### src/rtl/mdio_master_if.sv
// Command/response bundle between a requester and the MDIO management master.
// The requester uses the master modport; mdio_master takes the slave side.
interface mdio_master_if;
    logic        cmd_valid;
    logic        cmd_ready;
    logic        cmd_write;
    logic [4:0]  cmd_phy_addr;
    logic [4:0]  cmd_reg_addr;
    logic [15:0] cmd_wdata;
    logic        rsp_valid;
    logic [15:0] rsp_rdata;
    logic        rsp_err;

    modport master (
        output cmd_valid, cmd_write, cmd_phy_addr, cmd_reg_addr, cmd_wdata,
        input  cmd_ready, rsp_valid, rsp_rdata, rsp_err
    );

    modport slave (
        input  cmd_valid, cmd_write, cmd_phy_addr, cmd_reg_addr, cmd_wdata,
        output cmd_ready, rsp_valid, rsp_rdata, rsp_err
    );
endinterface

### src/rtl/mdio_master.sv
// Clause-22 MDIO master: serialises one 64-bit management frame per command,
// generates MDC from clk, and returns read data / turnaround error on completion.
module mdio_master #(
    parameter int CLK_DIV = 20
) (
    input  logic               clk,
    input  logic               rstn,
    mdio_master_if.slave       bus,
    output logic               mdc,
    output logic               mdio_o,
    output logic               mdio_oe,
    input  logic               mdio_i
);

    typedef enum logic [1:0] {IDLE, SHIFT, DONE} state_e;

    localparam logic [7:0] DIV_LAST = 8'(CLK_DIV - 1);

    state_e      state_q,     state_d;
    logic [5:0]  bit_q,       bit_d;
    logic [7:0]  div_q,       div_d;
    logic [63:0] frame_q,     frame_d;
    logic        write_q,     write_d;
    logic [15:0] rd_sh_q,     rd_sh_d;
    logic        err_sh_q,    err_sh_d;
    logic        mdc_q,       mdc_d;
    logic        mdio_oe_q,   mdio_oe_d;
    logic        rsp_valid_q, rsp_valid_d;
    logic [15:0] rsp_rdata_q, rsp_rdata_d;
    logic        rsp_err_q,   rsp_err_d;

    always_comb begin
        state_d     = state_q;
        bit_d       = bit_q;
        div_d       = div_q;
        frame_d     = frame_q;
        write_d     = write_q;
        rd_sh_d     = rd_sh_q;
        err_sh_d    = err_sh_q;
        mdc_d       = mdc_q;
        mdio_oe_d   = mdio_oe_q;
        rsp_valid_d = 1'b0;
        rsp_rdata_d = rsp_rdata_q;
        rsp_err_d   = rsp_err_q;

        case (state_q)
            IDLE: begin
                if (bus.cmd_valid) begin
                    state_d   = SHIFT;
                    bit_d     = 6'd0;
                    div_d     = 8'd0;
                    write_d   = bus.cmd_write;
                    rd_sh_d   = 16'h0000;
                    err_sh_d  = 1'b0;
                    mdc_d     = 1'b0;
                    mdio_oe_d = 1'b1;
                    // Read TA/data positions hold 1s; they are never driven onto the pad.
                    frame_d   = {32'hFFFF_FFFF, 2'b01,
                                 bus.cmd_write ? 2'b01 : 2'b10,
                                 bus.cmd_phy_addr, bus.cmd_reg_addr,
                                 bus.cmd_write ? 2'b10 : 2'b11,
                                 bus.cmd_write ? bus.cmd_wdata : 16'hFFFF};
                end
            end
            SHIFT: begin
                if (div_q != DIV_LAST) begin
                    div_d = div_q + 8'd1;
                end else begin
                    div_d = 8'd0;
                    if (!mdc_q) begin
                        // Rising MDC edge: the PHY's bit is sampled here.
                        mdc_d = 1'b1;
                        if (!write_q && bit_q == 6'd47) err_sh_d = mdio_i;
                        if (!write_q && bit_q >= 6'd48) rd_sh_d = {rd_sh_q[14:0], mdio_i};
                    end else begin
                        mdc_d = 1'b0;
                        if (bit_q == 6'd63) begin
                            state_d     = DONE;
                            frame_d     = '1;
                            mdio_oe_d   = 1'b0;
                            rsp_valid_d = 1'b1;
                            rsp_rdata_d = rd_sh_q;
                            rsp_err_d   = err_sh_q;
                        end else begin
                            bit_d     = bit_q + 6'd1;
                            frame_d   = {frame_q[62:0], 1'b1};
                            mdio_oe_d = write_q || (bit_q < 6'd45);
                        end
                    end
                end
            end
            DONE:    state_d = IDLE;
            default: state_d = IDLE;
        endcase
    end

    // NOTE: reset is synchronous to match the rest of the codebase; every flop,
    // the frame register included, is cleared so an aborted frame leaves nothing behind.
    always_ff @(posedge clk) begin
        if (!rstn) begin
            state_q     <= IDLE;
            bit_q       <= 6'd0;
            div_q       <= 8'd0;
            frame_q     <= '1;
            write_q     <= 1'b0;
            rd_sh_q     <= 16'h0000;
            err_sh_q    <= 1'b0;
            mdc_q       <= 1'b0;
            mdio_oe_q   <= 1'b0;
            rsp_valid_q <= 1'b0;
            rsp_rdata_q <= 16'h0000;
            rsp_err_q   <= 1'b0;
        end else begin
            state_q     <= state_d;
            bit_q       <= bit_d;
            div_q       <= div_d;
            frame_q     <= frame_d;
            write_q     <= write_d;
            rd_sh_q     <= rd_sh_d;
            err_sh_q    <= err_sh_d;
            mdc_q       <= mdc_d;
            mdio_oe_q   <= mdio_oe_d;
            rsp_valid_q <= rsp_valid_d;
            rsp_rdata_q <= rsp_rdata_d;
            rsp_err_q   <= rsp_err_d;
        end
    end

    assign bus.cmd_ready = (state_q == IDLE);
    assign bus.rsp_valid = rsp_valid_q;
    assign bus.rsp_rdata = rsp_rdata_q;
    assign bus.rsp_err   = rsp_err_q;
    assign mdc           = mdc_q;
    assign mdio_o        = frame_q[63];
    assign mdio_oe       = mdio_oe_q;

endmodule

### src/flat_wrapper.sv
// flat-port wrapper written by rule: the top's interface ports become plain ports
module mdio_master_flat 
#(
    parameter int CLK_DIV = 20
)
  (clk, rstn, mdc, mdio_o, mdio_oe, mdio_i, bus_cmd_valid, bus_cmd_write, bus_cmd_phy_addr, bus_cmd_reg_addr, bus_cmd_wdata, bus_cmd_ready, bus_rsp_valid, bus_rsp_rdata, bus_rsp_err);
  mdio_master_if bus_i ();
  input  logic clk;
  input  logic rstn;
  output logic mdc;
  output logic mdio_o;
  output logic mdio_oe;
  input  logic mdio_i;
  input wire logic [$bits(bus_i.cmd_valid)-1:0] bus_cmd_valid;
  input wire logic [$bits(bus_i.cmd_write)-1:0] bus_cmd_write;
  input wire logic [$bits(bus_i.cmd_phy_addr)-1:0] bus_cmd_phy_addr;
  input wire logic [$bits(bus_i.cmd_reg_addr)-1:0] bus_cmd_reg_addr;
  input wire logic [$bits(bus_i.cmd_wdata)-1:0] bus_cmd_wdata;
  output wire logic [$bits(bus_i.cmd_ready)-1:0] bus_cmd_ready;
  output wire logic [$bits(bus_i.rsp_valid)-1:0] bus_rsp_valid;
  output wire logic [$bits(bus_i.rsp_rdata)-1:0] bus_rsp_rdata;
  output wire logic [$bits(bus_i.rsp_err)-1:0] bus_rsp_err;
  assign bus_i.cmd_valid = bus_cmd_valid;
  assign bus_i.cmd_write = bus_cmd_write;
  assign bus_i.cmd_phy_addr = bus_cmd_phy_addr;
  assign bus_i.cmd_reg_addr = bus_cmd_reg_addr;
  assign bus_i.cmd_wdata = bus_cmd_wdata;
  assign bus_cmd_ready = bus_i.cmd_ready;
  assign bus_rsp_valid = bus_i.rsp_valid;
  assign bus_rsp_rdata = bus_i.rsp_rdata;
  assign bus_rsp_err = bus_i.rsp_err;
  mdio_master #(.CLK_DIV(CLK_DIV)) u_core (.clk(clk), .rstn(rstn), .bus(bus_i), .mdc(mdc), .mdio_o(mdio_o), .mdio_oe(mdio_oe), .mdio_i(mdio_i));
endmodule
### config.mk
export PLATFORM = sky130hd
export DESIGN_NAME = mdio_master_flat
export DESIGN_NICKNAME = d
export VERILOG_FILES = /design/src/rtl/mdio_master_if.sv /design/src/rtl/mdio_master.sv /design/src/flat_wrapper.sv
export SDC_FILE = /design/constraint.sdc
export NUM_CORES = 1
export LEC_CHECK = 0
export ABC_AREA = 1
export CORE_MARGIN = 1.5
export CORE_UTILIZATION = 41
export CTS_CLUSTER_DIAMETER = 60
export DETAILED_ROUTE_END_ITERATION = 10
export GPL_TIMING_DRIVEN = 0
export RECOVER_POWER = 100
export SLEW_MARGIN = 25
export SYNTH_ARGS = -nofsm -noshare
export SYNTH_HDL_FRONTEND = slang
export SYNTH_SLANG_ARGS = --single-unit
export TNS_END_PERCENT = 20
### constraint.sdc
create_clock -name clk -period 2.2 [get_ports clk]
set_clock_uncertainty 0.1 [all_clocks]
set_input_delay 0.22 -clock clk [delete_from_list [all_inputs] [get_ports clk]]
set_output_delay 0.22 -clock clk [all_outputs]
set_load 0.02 [all_outputs]
==> metrics.cfg, run 1 <==
[timing]
finalSetupViolCount=0
slew_headroom_pct=60.1
rsz0062_at_grt=false
period_share_pct=94.6
finalWorstSetupSlack_ps=119
drv_slew=0
hold_viol_final=0
setup_tns_ps=0
worst_pin_slew_ps=598
clock.fmax_mhz=480
finalCriticalPeriod_ps=2080

[clock_network]
clk_pin_slew_ps=50
numCtsBuffers=17
post_cts_buffers=0
cts.sinks=118
cts_root_buf=clkbuf_16
postCtsHoldBufs=0
clk_latency_ps=410
cts_max_level=4
cts_max_path_buffers=2
cts_tree=built

[route]
vias_per_cell=4.85
num_vias=4895
drcViolationCount=0
post_drt_wl_per_cell_um=12.3
drtIter0Drc=301
finalWirelength_um=12400
final_antenna_net_count=0
first_pass_iters=5

[global_route]
grt_max_degree=17
grt_pass1_vias=4560
grt_use_total_pct=19.6
antenna_found_initial=0
grt_pass1_wl_um=20700
gr-total-overflow=0

[synthesis]
synth_most_common_cell=nand2_1
ys_types=35
synth_top_cells_by_count=207 x nand2_1, 118 x dfxtp_1, 103 x nor2_1, 83 x a21oi_1, 52 x inv_1
synth_edf_count=0
synthesis.instances=755
synth_top_area_cell=dfxtp_1
syn_area_per_cell_um2=6.93
synth-async-reset-ratio_pct=0
netlist.area_leader.share_pct=45.2
ys_top_cells_by_area=dfxtp_1 45%, nand2_1 15%, a21oi_1 7.9%
ys_warn_count=0
synth-seq-cells=118
seq_area_frac_synth_pct=45.2
synth_nets=789
synth_flop_cell=dfxtp_1
syn_area_mm2=0.00523

[critical_path]
worstPathMaxFanout=10
critPathSlowestCell=clkbuf_1
endpoint_kind=flip-flop
cp-start-kind=flip-flop
arrival_ps=2310
r2r_cells=6
cp.required_ps=2430
slowest_delay_ps=450
worstPathCellList=nor2_1 -> nand2_1 -> nand2_2 -> clkbuf_1 -> nand4_1 -> a21oi_1
worst-setup-path-type=flip-flop to flip-flop

[place]
io_buffers=51
dp_slack_ps=177
hpwlAfterDp_um=8620
gp_congestion=0.848

[finish]
final_nets=859
antenna_cells=0
drive_gt1_share_pct=10.1
area_delta_synth_final_pct=26.5

[floorplanning]
die_area_mm2=0.0134
core_area_mm2=0.0125
io_pins=53
fp.dieW_um=116
start_util_pct=41.8
rows=41
die_y_um=116

[power_and_ir_drop]
vdd_drop_max_v=0.000514
p_leak_nw=2.86
power_density_mw_per_mm2=962

[status]
status=finished clean

[hold_path]
hold_depth=3
hold_path.class=primary input to flip-flop

[run]
maxCapViolations=0

-- what timing repair did --
item                       4_1_cts  5_1_grt
setup endpoints to repair        0        2
gates resized for setup          0        2
hold endpoints to repair         0        0
-- logic make-up after synthesis --
logic type,after synthesis,synth area share [%]
and+or+nand+nor,388,31.5
AOI/OAI and AO/OA,139,13.7
DFF,118,45.2
buffers and inverters,104,8.40
xor gates and xnor gates,3,0.502
adders and majority gates,3,0.718
-- per-stage QoR --
step	util (%)	hold slack, ps	cells	instance area (um2)	total power, mW
finish	52.9	320	1010	6620	6.36
global route	52.9	330	1010	6620	6.64
CTS	53.0	298	1010	6630	6.41
detailed placement	47.6	338	978	5960	3.26
global placement	47.6	333	978	5960	3.24
floorplan	-	261	755	5230	3.01
-- metal layers --
layer	up-vias	global-route usage [%]	part of all wire, %
li1	2548	-	-
met1	2234	24.0	47
met3	17	5.86	4.3
met4	0	7.32	1.6
met5	-	0	0
met2	96	32.5	48
-- final timing paths --
path              slack [ps]                 end          startpoint
hold / removal           320  u_core.frame_q[23]                rstn
setup / recovery         120   u_core.rd_sh_q[9]   u_core.state_q[1]
setup reg to reg         120   u_core.rd_sh_q[9]   u_core.state_q[1]
hold reg to reg          350  u_core.frame_q[43]  u_core.frame_q[43]
-- registers in the layout (all words and copies together) (netlist names) --
name	flops
u_core.div_q	8
u_core.state_q	2
u_core.mdio_oe	1
u_core.mdc	1
u_core.bit_q	6
u_core.bus.rsp_rdata	16
u_core.bus.rsp_valid	1
u_core.frame_q	64
u_core.err_sh_q	1
u_core.write_q	1
u_core.bus.rsp_err	1
u_core.rd_sh_q	16
-- placed cells by master (no fill, tap or decap), types with 2 or more instances in the layout --
cell type        count
clkbuf_16           17
clkbuf_8             3
nand3_2              2
nor3_1               5
o21ai_1             10
dfxtp_1            118
dlygate4sd3_1       22
clkbuf_2            10
clkdlybuf4s50_1     29
a21oi_1             83
clkinv_2             3
nand3_1             27
nor2_1             104
ha_1                 3
o21ai_0             40
buf_6                2
or2_2               17
buf_2                8
nand2_2              5
bufinv_16            6
buf_1                2
inv_2                4
nand2_1            208
inv_1               53
nand4_1             15
clkbuf_1            25
xor2_1               2
buf_4                2
-- cell type report --
type | instances | area [um2]
Sequential cell | 118 | 2360
Fill cell | 1268 | 5900
Multi-Input combinational cell | 533 | 2420
Tap cell | 172 | 215
Clock inverter | 9 | 195
Timing Repair Buffer | 51 | 510
Clock buffer | 23 | 478
Buffer | 46 | 218
Inverter | 58 | 220
-- where the power goes --
| part | switching, mW | total, mW | internal [mW] |
|---|---|---|---|
| registers | 0.0909 | 2.41 | 2.32 |
| logic | 0.509 | 0.805 | 0.297 |
| clock network | 0.941 | 3.15 | 2.21 |
| total | 1.54 | 6.36 | 4.82 |
-- worst max-delay path: cells and delay by family, from the launching register on --
| kind | cells | cell delay (ps) |
|---|---|---|
| and+or+nand+nor | 4 | 930 |
| DFF | 1 | 340 |
| buffers and inverters | 1 | 450 |
| AOI/OAI and AO/OA | 1 | 190 |
No activity file was read; power rests on OpenSTA's default activity.
==> run 2, diff against run 1 <==
==> constraint.sdc (replaced) <==
create_clock -name clk -period 1.9 [get_ports clk]
set_clock_uncertainty 0.1 [all_clocks]
set_input_delay 0.19 -clock clk [delete_from_list [all_inputs] [get_ports clk]]
set_output_delay 0.19 -clock clk [all_outputs]
set_load 0.02 [all_outputs]
==> metrics.cfg, run 2 (same netlist as run 1, synthesis figures left out) <==
[floorplanning]
io_pins=53  ; unchanged
fp.dieW_um=116  ; unchanged
die_area_mm2=0.0134  ; unchanged
core_area_mm2=0.0125  ; unchanged
start_util_pct=41.8  ; unchanged
die_y_um=116  ; unchanged
rows=41  ; unchanged

[clock_network]
clk_latency_ps=410  ; about the same
cts_root_buf=clkbuf_16  ; unchanged
clk_pin_slew_ps=50  ; about the same
cts_max_path_buffers=2  ; unchanged
cts.sinks=118  ; unchanged
cts_max_level=4  ; unchanged
cts_tree=built  ; unchanged
numCtsBuffers=17  ; unchanged

[place]
dp_slack_ps=-111  ; was 177 ps
gp_congestion=0.848  ; unchanged
numPlacedInstances=978  ; unchanged
hpwlAfterDp_um=8620  ; unchanged
placed_area_mm2=0.00596  ; unchanged
io_buffers=51  ; unchanged

[hold_path]
hold_path.class=primary input to flip-flop  ; unchanged
hold_depth=3  ; unchanged
hold_start=rstn  ; unchanged
whs_endpoint=u_core.frame_q[23]  ; unchanged

[run]
maxCapViolations=0  ; unchanged

[critical_path]
slowest_delay_ps=620  ; was 450 ps
critPathSlowestCell=clkdlybuf4s50_1  ; was clkbuf_1
reg2reg_slack_ps=50  ; was 120 ps
arrival_ps=1570  ; was 2310 ps
worst-setup-path-type=flip-flop to output pin  ; was flip-flop to flip-flop
endpoint_kind=output pin  ; was flip-flop
r2r_cells=9  ; was 6
worstPathCellList=nor2_4 -> clkdlybuf4s50_1  ; was nor2_1 -> nand2_1 -> nand2_2 -> clkbuf_1 -> nand4_1 -> a21oi_1
cp-start-kind=flip-flop  ; unchanged
timing.rr.end=u_core.frame_q[58]  ; was u_core.rd_sh_q[9]
cp.required_ps=1610  ; was 2430 ps
worstPathMaxFanout=4  ; was 10
timing.rr.start=u_core.div_q[1]  ; was u_core.state_q[1]

[route]
first_pass_iters=5  ; unchanged
vias_per_cell=4.89  ; was 4.85
finalWirelength_um=12700  ; was 12,400 um
drtIter0Drc=288  ; was 301
num_vias=4977  ; was 4,895
drcViolationCount=0  ; unchanged
final_antenna_net_count=0  ; unchanged
post_drt_wl_per_cell_um=12.5  ; was 12.3 um

[finish]
antenna_cells=0  ; unchanged
finish.utilization_pct=54.1  ; was 52.9%
final_nets=866  ; was 859
largest_reg_flops=64  ; unchanged
final_cell_mix=206 x nand2_1, 114 x dfxtp_1, 103 x nor2_1  ; was 208 x nand2_1, 118 x dfxtp_1, 104 x nor2_1
design_area_mm2=0.00677  ; was 0.00662 mm2
drive_gt1_share_pct=13.1  ; was 10.1%
regMostFlops=u_core.frame_q  ; unchanged
instances_no_fill=1017  ; was 1,010
layout_commonest_cell=nand2_1  ; unchanged
area_delta_synth_final_pct=29.5  ; was 26.5%

[global_route]
gr-total-overflow=0  ; unchanged
grt_pass1_vias=4569  ; was 4,560
antenna_found_initial=0  ; unchanged
grt_pass1_wl_um=20700  ; about the same
grt_use_total_pct=19.6  ; about the same
grt_max_degree=17  ; unchanged

[status]
status=finished clean  ; unchanged

[timing]
slew_headroom_pct=60.4  ; was 60.1%
finalCriticalPeriod_ps=1860
worst_pin_slew_ps=594  ; was 598 ps
hold_slack_ps=284  ; was 320 ps
clock.fmax_mhz=536
finalWorstSetupSlack_ps=35.6  ; was 119 ps
period_share_pct=98.1
finalSetupViolCount=0  ; unchanged
setup_tns_ps=0  ; unchanged
drv_slew=0  ; unchanged
hold_viol_final=0  ; unchanged

[power_and_ir_drop]
vdd_drop_max_v=0.000593  ; was 0.000514 V
p_leak_nw=2.86  ; about the same
total_power_mw=7.43  ; was 6.36 mW
power_density_mw_per_mm2=1100  ; was 962 mW/mm2

## run 2: cell count changes in the layout (fill, tap and decap cells not counted), moves of 3 or more
cell             before  now
dfxtp_1             118  114
buf_2                 8   15
dlygate4sd3_1        22    1
clkbuf_2             10    5
nand3_4               1    4
dfxtp_2               0    4
clkbuf_1             25   18
clkdlybuf4s50_1      29   50
buf_4                 2    6
clkbuf_4              0    5
## run 2: worst max-delay path: cells and delay by family, from the launching register on
kind,cells,cell delay (ps)
flip-flops,1,360
buffers and inverters,1,620
AND/OR/NAND/NOR,1,180
## run 2: how the worst max path moves through the flow
stage / start / depth (start not counted) / to / slack [ps]
6_report: u_core.state_q[1] / 2 / bus_cmd_ready / 40
5_1_grt: u_core.div_q[1] / 10 / u_core.frame_q[58] / -20
2_1_floorplan: u_core.bit_q[0] / 9 / u_core.state_q[0] / 280
3_5_place_dp: u_core.bit_q[0] / 7 / u_core.bus.rsp_rdata[2] / -110
3_3_place_gp: bus_cmd_valid / 9 / u_core.frame_q[26] / -80
4_1_cts: u_core.bit_q[0] / 9 / u_core.state_q[0] / -8
## run 2: power by group
part / internal (mW) / switching, mW / total (mW)
clock: 2.56 / 1.09 / 3.65
combinational: 0.381 / 0.610 / 0.991
sequential: 2.68 / 0.108 / 2.79
total: 5.62 / 1.81 / 7.43
## run 2: repair_timing
item,4_1_cts,5_1_grt
setup endpoints to repair,53,88
hold endpoints to repair,0,0
buffers inserted,1,5
pin swaps,1,4
resized for setup,10,17
cloned,0,1
hold buffers,0,0
## run 2: final cells by class
type	instances	area, um2
fill	1257	5740
multi-input combinational	534	2490
sequential	118	2370
timing repair buffer	57	568
clock buffer	23	478
buffer	46	243
inverter	58	220
tap	172	215
clock inverter	9	195
## run 2: metal layers
metal	vias up	wire length, um	track usage, %
li1	2562	-	-
met5	-	0	0
met2	109	6020	32.8
met1	2289	5940	24.1
met3	17	584	5.33
met4	0	204	7.48
